$ cat config.mk
export PLATFORM = sky130hd
export DESIGN_NAME = stack_engine_flat
export DESIGN_NICKNAME = d
export VERILOG_FILES = /design/src/rtl/stack_engine_pkg.sv /design/src/rtl/stack_engine_if.sv /design/src/rtl/stack_engine.sv /design/src/flat_wrapper.sv
export SDC_FILE = /design/constraint.sdc
export NUM_CORES = 1
export LEC_CHECK = 0
export CAP_MARGIN = 20
export CORE_MARGIN = 2
export CORE_UTILIZATION = 42
export CTS_BUF_LIST = sky130_fd_sc_hd__clkbuf_4 sky130_fd_sc_hd__clkbuf_8
export CTS_CLUSTER_DIAMETER = 100
export CTS_CLUSTER_SIZE = 25
export DETAILED_ROUTE_END_ITERATION = 7
export HOLD_SLACK_MARGIN = 0.1
export PLACE_DENSITY = 0.78
export SLEW_MARGIN = 0
export SYNTH_ARGS = -nofsm -noshare
export SYNTH_HDL_FRONTEND = slang
export SYNTH_SLANG_ARGS = --single-unit
$ cat constraint.sdc
create_clock -name clk -period 2.25 [get_ports clk]
set_clock_uncertainty 0.05 [all_clocks]
set_input_delay 0.45 -clock clk [delete_from_list [all_inputs] [get_ports clk]]
set_output_delay 0.45 -clock clk [all_outputs]
set_load 0.005 [all_outputs]
$ cat src/rtl/stack_engine_pkg.sv
// Shared definitions for the MiniRISC stack sequencer.
// Holds the PUSH/POP operation codes seen by both the controller FSM and
// stack_engine, plus the engine's state encoding.
package stack_engine_pkg;

    // Operation code carried on the controller's push_or_pop line.
    typedef enum logic {
        OP_PUSH = 1'b0,
        OP_POP  = 1'b1
    } stack_op_e;

    // Sequencer states.
    typedef enum logic {
        S_IDLE = 1'b0,
        S_XFER = 1'b1
    } stack_state_e;

endpackage

$ cat src/rtl/stack_engine_if.sv
// Data-memory bus shared between the stack engine and other bus masters.
// Signals:
//   bus_req   - master requests a beat
//   bus_grant - beat completes in the cycle this is high
//   mem_addr  - beat address
//   mem_wr    - write strobe
//   mem_rd    - read strobe
//   mem_dout  - write data (master to memory)
//   mem_din   - read data (memory to master), valid in the grant cycle
interface stack_engine_if #(
    parameter int unsigned DATA_W = 8,
    parameter int unsigned ADDR_W = 8
);
    logic              bus_req;
    logic              bus_grant;
    logic [ADDR_W-1:0] mem_addr;
    logic              mem_wr;
    logic              mem_rd;
    logic [DATA_W-1:0] mem_dout;
    logic [DATA_W-1:0] mem_din;

    modport master (
        output bus_req,
        output mem_addr,
        output mem_wr,
        output mem_rd,
        output mem_dout,
        input  bus_grant,
        input  mem_din
    );

    modport slave (
        input  bus_req,
        input  mem_addr,
        input  mem_wr,
        input  mem_rd,
        input  mem_dout,
        output bus_grant,
        output mem_din
    );
endinterface

$ cat src/rtl/stack_engine.sv
// Multi-word stack sequencer for the MiniRISC CPU.
// Pushes or pops a WORDS-word frame over the shared data-memory bus, owns
// the stack pointer and refuses operations that would overflow/underflow.
// Ports:
//   clk, rst_n     - clock, synchronous active-low reset
//   start, op      - operation request (level, sampled in IDLE) and PUSH/POP
//   frame_in       - push data, word k at [k*DATA_W +: DATA_W]
//   frame_out      - registered pop result
//   done           - operation finished (combinational), to stack_op_end
//   busy           - sequencer not idle
//   err_ovf/unf    - sticky refusal flags, cleared by err_clr
//   sp             - stack pointer (next free slot, grows downward)
//   sp_wr, sp_din  - debug SP load, honoured only in IDLE with start low
//   bus            - data-memory bus, master side
module stack_engine
    import stack_engine_pkg::*;
#(
    parameter int unsigned       DATA_W      = 8,
    parameter int unsigned       ADDR_W      = 8,
    parameter int unsigned       WORDS       = 2,
    parameter logic [ADDR_W-1:0] STACK_BASE  = '1,
    parameter logic [ADDR_W-1:0] STACK_LIMIT = 'hF0
) (
    input  logic                    clk,
    input  logic                    rst_n,
    input  logic                    start,
    input  logic                    op,
    input  logic [WORDS*DATA_W-1:0] frame_in,
    output logic [WORDS*DATA_W-1:0] frame_out,
    output logic                    done,
    output logic                    busy,
    output logic                    err_ovf,
    output logic                    err_unf,
    input  logic                    err_clr,
    output logic [ADDR_W-1:0]       sp,
    input  logic                    sp_wr,
    input  logic [ADDR_W-1:0]       sp_din,
    stack_engine_if.master          bus
);

    localparam int unsigned KW = (WORDS > 1) ? $clog2(WORDS) : 1;

    // Bounds arithmetic is done one bit wider than the address.
    localparam logic [ADDR_W:0] BASE_X  = {1'b0, STACK_BASE};
    localparam logic [ADDR_W:0] LIMIT_X = {1'b0, STACK_LIMIT};
    localparam logic [ADDR_W:0] WORDS_X = (ADDR_W+1)'(WORDS);
    localparam logic [ADDR_W:0] ONE_X   = (ADDR_W+1)'(1);
    localparam logic [KW-1:0]   K_LAST  = KW'(WORDS-1);

    stack_state_e              state_q, state_d;
    stack_op_e                 op_q, op_d;
    logic [KW-1:0]             k_q, k_d;
    logic [ADDR_W-1:0]         sp_q, sp_d;
    logic [WORDS*DATA_W-1:0]   frame_q, frame_d;
    logic [WORDS*DATA_W-1:0]   fout_q, fout_d;
    logic                      ovf_q, ovf_d;
    logic                      unf_q, unf_d;

    logic                      push_ok;
    logic                      pop_ok;
    logic                      legal;
    int unsigned               kidx;

    assign push_ok = (({1'b0, sp_q} - LIMIT_X + ONE_X) >= WORDS_X);
    assign pop_ok  = ((BASE_X - {1'b0, sp_q}) >= WORDS_X);
    assign kidx    = 32'(k_q);

    always_ff @(posedge clk) begin
        if (!rst_n) begin
            state_q <= S_IDLE;
            op_q    <= OP_PUSH;
            k_q     <= '0;
            sp_q    <= STACK_BASE;
            frame_q <= '0;
            fout_q  <= '0;
            ovf_q   <= 1'b0;
            unf_q   <= 1'b0;
        end else begin
            state_q <= state_d;
            op_q    <= op_d;
            k_q     <= k_d;
            sp_q    <= sp_d;
            frame_q <= frame_d;
            fout_q  <= fout_d;
            ovf_q   <= ovf_d;
            unf_q   <= unf_d;
        end
    end

    always_comb begin
        state_d = state_q;
        op_d    = op_q;
        k_d     = k_q;
        sp_d    = sp_q;
        frame_d = frame_q;
        fout_d  = fout_q;
        // A new error in the same cycle as err_clr overrides the clear below.
        ovf_d   = ovf_q & ~err_clr;
        unf_d   = unf_q & ~err_clr;
        legal   = 1'b0;

        done         = 1'b0;
        bus.bus_req  = 1'b0;
        bus.mem_wr   = 1'b0;
        bus.mem_rd   = 1'b0;
        bus.mem_addr = '0;
        bus.mem_dout = '0;

        unique case (state_q)
            S_IDLE: begin
                if (start) begin
                    legal = (op == OP_POP) ? pop_ok : push_ok;
                    if (!legal) begin
                        // Refused request completes immediately, no bus traffic.
                        done = 1'b1;
                        if (op == OP_POP) unf_d = 1'b1;
                        else              ovf_d = 1'b1;
                    end else begin
                        state_d = S_XFER;
                        k_d     = '0;
                        op_d    = stack_op_e'(op);
                        frame_d = frame_in;
                    end
                end else if (sp_wr) begin
                    sp_d = sp_din;
                end
            end

            S_XFER: begin
                bus.bus_req = 1'b1;
                if (op_q == OP_POP) begin
                    // Pop pre-increments: the beat reads the slot above SP.
                    bus.mem_rd   = 1'b1;
                    bus.mem_addr = sp_q + ADDR_W'(1);
                end else begin
                    bus.mem_wr   = 1'b1;
                    bus.mem_addr = sp_q;
                    bus.mem_dout = frame_q[kidx*DATA_W +: DATA_W];
                end

                if (bus.bus_grant) begin
                    if (op_q == OP_POP) begin
                        sp_d = sp_q + ADDR_W'(1);
                        // Pops fill from the top word down so frames round-trip.
                        fout_d[(WORDS-1-kidx)*DATA_W +: DATA_W] = bus.mem_din;
                    end else begin
                        sp_d = sp_q - ADDR_W'(1);
                    end

                    if (k_q == K_LAST) begin
                        done    = 1'b1;
                        state_d = S_IDLE;
                    end else begin
                        k_d = k_q + KW'(1);
                    end
                end
            end

            default: state_d = S_IDLE;
        endcase
    end

    assign frame_out = fout_q;
    assign busy      = (state_q != S_IDLE);
    assign err_ovf   = ovf_q;
    assign err_unf   = unf_q;
    assign sp        = sp_q;

endmodule
$ cat src/flat_wrapper.sv
// flat-port wrapper written by rule: the top's interface ports become plain ports
module stack_engine_flat import stack_engine_pkg::*;
#(
    parameter int unsigned       DATA_W      = 8,
    parameter int unsigned       ADDR_W      = 8,
    parameter int unsigned       WORDS       = 2,
    parameter logic [ADDR_W-1:0] STACK_BASE  = '1,
    parameter logic [ADDR_W-1:0] STACK_LIMIT = 'hF0
)
  (clk, rst_n, start, op, frame_in, frame_out, done, busy, err_ovf, err_unf, err_clr, sp, sp_wr, sp_din, bus_bus_req, bus_mem_addr, bus_mem_wr, bus_mem_rd, bus_mem_dout, bus_bus_grant, bus_mem_din);
  stack_engine_if #(.DATA_W(DATA_W), .ADDR_W(ADDR_W)) bus_i ();
  input  logic clk;
  input  logic rst_n;
  input  logic start;
  input  logic op;
  input  logic [WORDS*DATA_W-1:0] frame_in;
  output logic [WORDS*DATA_W-1:0] frame_out;
  output logic done;
  output logic busy;
  output logic err_ovf;
  output logic err_unf;
  input  logic err_clr;
  output logic [ADDR_W-1:0] sp;
  input  logic sp_wr;
  input  logic [ADDR_W-1:0] sp_din;
  output wire logic [$bits(bus_i.bus_req)-1:0] bus_bus_req;
  output wire logic [$bits(bus_i.mem_addr)-1:0] bus_mem_addr;
  output wire logic [$bits(bus_i.mem_wr)-1:0] bus_mem_wr;
  output wire logic [$bits(bus_i.mem_rd)-1:0] bus_mem_rd;
  output wire logic [$bits(bus_i.mem_dout)-1:0] bus_mem_dout;
  input wire logic [$bits(bus_i.bus_grant)-1:0] bus_bus_grant;
  input wire logic [$bits(bus_i.mem_din)-1:0] bus_mem_din;
  assign bus_bus_req = bus_i.bus_req;
  assign bus_mem_addr = bus_i.mem_addr;
  assign bus_mem_wr = bus_i.mem_wr;
  assign bus_mem_rd = bus_i.mem_rd;
  assign bus_mem_dout = bus_i.mem_dout;
  assign bus_i.bus_grant = bus_bus_grant;
  assign bus_i.mem_din = bus_mem_din;
  stack_engine #(.DATA_W(DATA_W), .ADDR_W(ADDR_W), .WORDS(WORDS), .STACK_BASE(STACK_BASE), .STACK_LIMIT(STACK_LIMIT)) u_core (.clk(clk), .rst_n(rst_n), .start(start), .op(op), .frame_in(frame_in), .frame_out(frame_out), .done(done), .busy(busy), .err_ovf(err_ovf), .err_unf(err_unf), .err_clr(err_clr), .sp(sp), .sp_wr(sp_wr), .sp_din(sp_din), .bus(bus_i));
endmodule
==> out/metrics.cfg, run 1 <==
[pwr]
pwr-share-clk_pct = 27.3
p_int_uw = 1680
cellLeakagePower_uw = 0.00157
p_sw_share_pct = 29.3
vdd_drop_max_mv = 0.323
total_power_uw = 2370
comb_power_share_pct = 34.4
power_density_nw_per_um2 = 601
p_sw_uw = 695
seq_power_share_pct = 38.2

[routing]
wire_per_inst_um = 14.2
drc = 0
vias = 2629
wirelength_um = 7110
drtPass1Iterations = 4
antenna_left = 0
drtIter0Drc = 170
vias_per_cell = 5.26

[worst_setup_path]
crit_type = register to output pin
crit_path_start_kind = register
cp_max_fo = 4
worst_path_max_delay_cell = or4_4
cp_data_required_time_ns = 1.75
end_kind = output pin
path_cells = buf_6, ha_4, or4_4, nor3_4, o21ai_2, o21ai_1, buf_2
crit_arrival_ns = 1.95
slowest_delay_ns = 0.52

[synth]
ys_async_sr_fraction_pct = 0
synth-seq-area-share_pct = 35.9
synth_flop_cell = dfxtp_1
synthTopCellsByCount = nand2_1 (76), dfxtp_1 (45), mux2i_1 (32)
synth-simple-area-share_pct = 25.6
synth_fa_ha_area_share_pct = 1.50
post_synth.cell_area_avg_sq_um = 7.92
syn-num-nets = 359
synth_edf_count = 0
synth-seq-cells = 45
synth-compound-area-share_pct = 13.7
synth_area_leader_cell = dfxtp_1
synthXorXnorAreaFrac_pct = 3.14
ys_types = 45
synth_top_family_by_area = simple AND/OR/NAND/NOR gates
synth.top_cells.by_area = dfxtp_1 (36%), mux2i_1 (13%), nand2_1 (11%), a21boi_0 (4.8%), nor2_1 (3.4%)
yosysTopAreaCellShare_pct = 35.9
synth.most_common_cell = nand2_1
synth.area.mux_share_pct = 13.2
synthesis.area_sq_um = 2510
synthCells = 317
yosys_warnings = 0

[global_routing]
grtUsageTotal_pct = 21.3
antenna_found_initial = 0
grt_pass1_vias = 2453
grt_overflow = 0
gr-usage-met2_pct = 37.5
top_usage_layer = met2
globalRouteMet1Util_pct = 26.5
grt_max_degree = 37
grtUsageMet3_pct = 3.78
grt_pass1_wl_um = 11200

[cells_and_area]
nNetsFinal = 466
n_antenna_cell = 0
area_growth_pct = 57.2
drive_above_1_share_pct = 21.2

[timing]
fmax_mhz = 409
fin_crit_sh_pct = 109
hold_viol = 0
finalSetupViolations = 1
slew_violations = 0
finalWorstSetupSlack_ns = -0.197
min_period_ns = 2.45
rsz0062_at_grt = yes
relSlewSlack_pct = 56.4
whs_ns = 0.412
tightest_slew_ns = 0.654

[min_path]
hp-class = register to register

[placement]
port_buffers = 85
dp_hpwl_um = 5060
place_congestion = 0.911

[die]
core_sq_um = 5850
initial_core_util_pct = 42.9
dieWidth_um = 81.3
io_pins = 86
dieHeight_um = 81.3
rows = 28
die-area_sq_um = 6610

[clock_network]
cts_buffer_depth = 2
clk_pin_slew_worst_paths_ns = 0.09
worstSkewPairLatency_ns = 0.30
cts_tree = done
cts_root_buf = clkbuf_8
h-tree-depth = 2
cts_buffers = 5
cts.sinks = 45
cts_hold_buffers = 0

[run_status]
violations = setup timing
status = finished, violations left

[flow_run]
cap_violations = 0

==> metrics by stage <==
stage               setup WS, ns  cells  instance area [sq um]  setup TNS (ns)  util [%]
floorplan                 0.0280    317                   2540               0         -
global placement          -0.630    484                   3620          -0.897      61.9
detailed placement        -0.661    484                   3620           -1.16      61.9
CTS                       -0.240    494                   3830           -1.09      65.5
global route              -0.315    500                   3950          -0.408      67.4
finish                    -0.197    500                   3950          -0.197      67.4
==> worst max-delay path: cells and delay by family (launching register included) <==
kind / cells / cell delay, ns
buffers and inverters: 2 / 0.26
DFF: 1 / 0.34
adders and majority gates: 1 / 0.15
and+or+nand+nor: 2 / 0.68
AOI/OAI and AO/OA: 2 / 0.22
==> layer usage <==
metal / vias to the layer above / part of all wire, %
met2: 92 / 51
met3: 9 / 5.7
li1: 1293 / -
met5: - / 0
met1: 1235 / 43
met4: 0 / 0.91
==> cell type report <==
type                            count  area, sq um
Fill cell                         482         1910
Multi-Input combinational cell    235         1580
Clock buffer                        7         90.1
Clock inverter                      1         30.0
Tap cell                           75         93.8
Sequential cell                    45          913
Timing Repair Buffer              127         1200
Inverter                           10         37.5
==> state kept, by name (all words and copies together), names as in the netlist <==
name and cells:
u_core.frame_out 16, u_core.err_unf 1, u_core.op_q 1, u_core.busy 1, u_core.sp 8, u_core.frame_q 16
u_core.err_ovf 1, u_core.k_q 1
==> placed cells by master (no fill, tap or decap), drive strengths merged, types with 4 or more instances in the layout <==
cell type / count
o21ai: 11
nor3: 7
dlygate4sd2: 5
and3: 4
mux2i: 32
nor2: 23
o211ai: 6
clkbuf: 7
buf: 46
xnor2: 6
a21oi: 7
nand4: 5
a21boi: 16
inv: 10
clkdlybuf4s50: 75
nor2b: 4
nand3: 7
nand2: 76
dfxtp: 45
==> kinds of logic after synthesis <==
family,Yosys count
compound gates,51
xor+xnor,9
fa+ha+maj,3
buf+inv,37
flops,45
mux,33
simple gates,139
==> worst paths after layout <==
kind                      startpoint            endpoint  slack (ns)  cells after the start
setup / recovery        u_core.sp[0]                done       -0.20                      7
hold / removal    u_core.frame_q[15]  u_core.frame_q[15]        0.41                      2
setup reg to reg        u_core.sp[0]   u_core.frame_q[3]        0.07                     10
hold reg to reg   u_core.frame_q[15]  u_core.frame_q[15]        0.41                      2
==> power by group through the flow <==
| stage | Combinational, uW | Clock (uW) | Sequential (uW) |
|---|---|---|---|
| 2_1_floorplan | 397 | 0 | 907 |
| 3_3_place_gp | 716 | 0 | 912 |
| 3_5_place_dp | 730 | 0 | 916 |
| 4_1_cts | 762 | 656 | 899 |
| 5_1_grt | 883 | 696 | 913 |
| 6_report | 817 | 648 | 906 |
==> repair_timing <==
action                     CTS  global route
setup buffers                2             6
resized for setup           41            19
setup endpoints to repair   17            15
pin swaps                   10             4
gates cloned                 0             0
No activity file was read; power rests on OpenSTA's default activity.
==> run 2, diff against run 1 <==
REMOVE_ABC_BUFFERS = 1   (was unset)
==> out/metrics.cfg, run 2 (same netlist as run 1, synthesis figures left out) <==
[cells_and_area]
postLayoutCellArea_sq_um = 3950  ; about the same
drive_above_1_share_pct = 20.6  ; -0.57 points
layout_commonest_cell = clkdlybuf4s50_1
layout_common_cells = clkdlybuf4s50_1 (76), nand2_1 (74), dfxtp_1 (39)
area_growth_pct = 57.3  ; about the same
n_antenna_cell = 0  ; unchanged
nNetsFinal = 468  ; +0.43%

[placement]
place_congestion = 0.859  ; -5.7%
place_area_sq_um = 3610  ; -0.41%
port_buffers = 85  ; unchanged
dp_hpwl_um = 5020  ; -0.82%

[worst_setup_path]
worst_path_max_delay_cell = or4_4
worst_path_most_repeated_cell = o21ai_1
crit_path_start_kind = input port
r2r_start = u_core.sp[1]
crit_arrival_ns = 2.12  ; +0.17 ns
r2r_end = u_core.frame_q[1]
cp_data_required_time_ns = 1.75  ; about the same
slowest_delay_ns = 0.57  ; +0.05 ns
cp_num_buf_inv = 2  ; unchanged
path_depth = 6  ; -1
worstRegToRegCells = 9  ; -1
crit_type = input port to output pin
cp_top_family = simple AND/OR/NAND/NOR gates
r2r_slack_ns = 0.12  ; +0.05 ns
cp_max_fo = 2  ; -2
path_cells = clkdlybuf4s50_1, or4_4, nor3_4, o21ai_1, o21ai_1, buf_2
end_kind = output pin

[timing]
finalSetupViolations = 2  ; +1
rsz0062_at_grt = yes
slew_violations = 0  ; unchanged
fmax_mhz = 382  ; -6.6%
tightest_slew_ns = 0.526  ; -0.128 ns
fin_crit_sh_pct = 116  ; +7.6 points
fin_setup_tns_ns = -0.398  ; -0.200 ns
finalWorstSetupSlack_ns = -0.369  ; -0.172 ns
min_period_ns = 2.62  ; +0.172 ns
hold_viol = 0  ; unchanged
whs_ns = 0.413  ; +0.000592 ns
relSlewSlack_pct = 64.9  ; +8.5 points

[routing]
vias_per_cell = 5.15  ; -2.0%
vias = 2586  ; -1.6%
wire_per_inst_um = 14.2  ; -0.51%
antenna_left = 0  ; unchanged
drtIter0Drc = 138  ; -19%
wirelength_um = 7100  ; -0.11%
drc = 0  ; unchanged
drtPass1Iterations = 4  ; unchanged

[clock_network]
worstSkewPairLatency_ns = 0.31  ; about the same
cts_buffers = 5  ; unchanged
cts.sinks = 45  ; unchanged
h-tree-depth = 2  ; unchanged
cts_hold_buffers = 0  ; unchanged
cts_root_buf = clkbuf_8
cts_buffer_depth = 2  ; unchanged
clk_pin_slew_worst_paths_ns = 0.09  ; about the same
cts_tree = done

[global_routing]
grt_pass1_wl_um = 10800  ; -3.7%
antenna_found_initial = 0  ; unchanged
grt_max_degree = 35  ; -5.4%
grt_pass1_vias = 2340  ; -4.6%
grtUsageTotal_pct = 21.0  ; -0.28 points
grt_overflow = 0  ; unchanged

[min_path]
hold_depth = 2  ; unchanged
hp-class = register to register
hp-start = u_core.frame_out[5]
whs_endpoint = u_core.frame_out[5]

[run_status]
status = finished, violations left
violations = setup timing

[die]
dieHeight_um = 81.3  ; unchanged
dieWidth_um = 81.3  ; unchanged
die-area_sq_um = 6610  ; unchanged
io_pins = 86  ; unchanged
initial_core_util_pct = 42.9  ; unchanged
core_sq_um = 5850  ; unchanged
rows = 28  ; unchanged

[pwr]
total_power_uw = 2380  ; +0.46%
cellLeakagePower_uw = 0.00155  ; -1.3%
vdd_drop_max_mv = 0.426  ; +32%
power_density_nw_per_um2 = 603  ; +0.39%

[flow_run]
cap_violations = 0  ; unchanged

-- run 2: worst max path at each step --
| stage | to | start | slack (ns) |
|---|---|---|---|
| 2_1_floorplan | u_core.frame_q[0] | u_core.sp[1] | -1.27 |
| 3_3_place_gp | done | op | -0.71 |
| 3_5_place_dp | done | op | -0.70 |
| 4_1_cts | done | u_core.sp[1] | -0.26 |
| 5_1_grt | done | u_core.sp[1] | -0.42 |
| 6_report | done | op | -0.37 |
-- run 2: where the power goes --
part / total (uW) / internal (uW) / switching [uW]
clock network: 647 / 338 / 309
logic: 821 / 454 / 367
registers: 914 / 856 / 57.2
total: 2380 / 1650 / 733
-- run 2: per-layer routing --
| metal | global-route usage, % | routed length, um | vias to the layer above | part of all wire [%] |
|---|---|---|---|---|
| met3 | 4.33 | 383 | 13 | 5.4 |
| met2 | 34.6 | 3440 | 86 | 48 |
| met4 | 8.47 | 127 | 0 | 1.8 |
| met1 | 26.7 | 3160 | 1192 | 44 |
| met5 | 0 | 0 | - | 0 |
| li1 | - | - | 1295 | - |
-- run 2: worst min-delay path, stage by stage (launching register included) --
cell and delay, ns:
dfxtp_1 0.32, nand2_1 0.04, a21boi_0 0.06
-- run 2: timing repair --
action                                  CTS  global route
endpoints found under the setup margin   26            29
pin swaps                                 9             7
buffers inserted                          6             6
cloned                                    0             1
resized for setup                        43            17
-- run 2: area by class of cell --
cell class,instances,area (sq um)
Clock buffer,5,68.8
Clock inverter,3,48.8
Fill cell,476,1900
Inverter,10,37.5
Multi-Input combinational cell,235,1550
Sequential cell,45,913
Tap cell,75,93.8
Timing Repair Buffer,129,1230
-- run 2: stage by stage --
step	setup WS, ns	cells	util [%]
global route	-0.422	502	67.5
detailed placement	-0.705	484	61.7
finish	-0.369	502	67.5
floorplan	-1.27	290	-
global placement	-0.713	484	61.7
CTS	-0.262	498	65.8
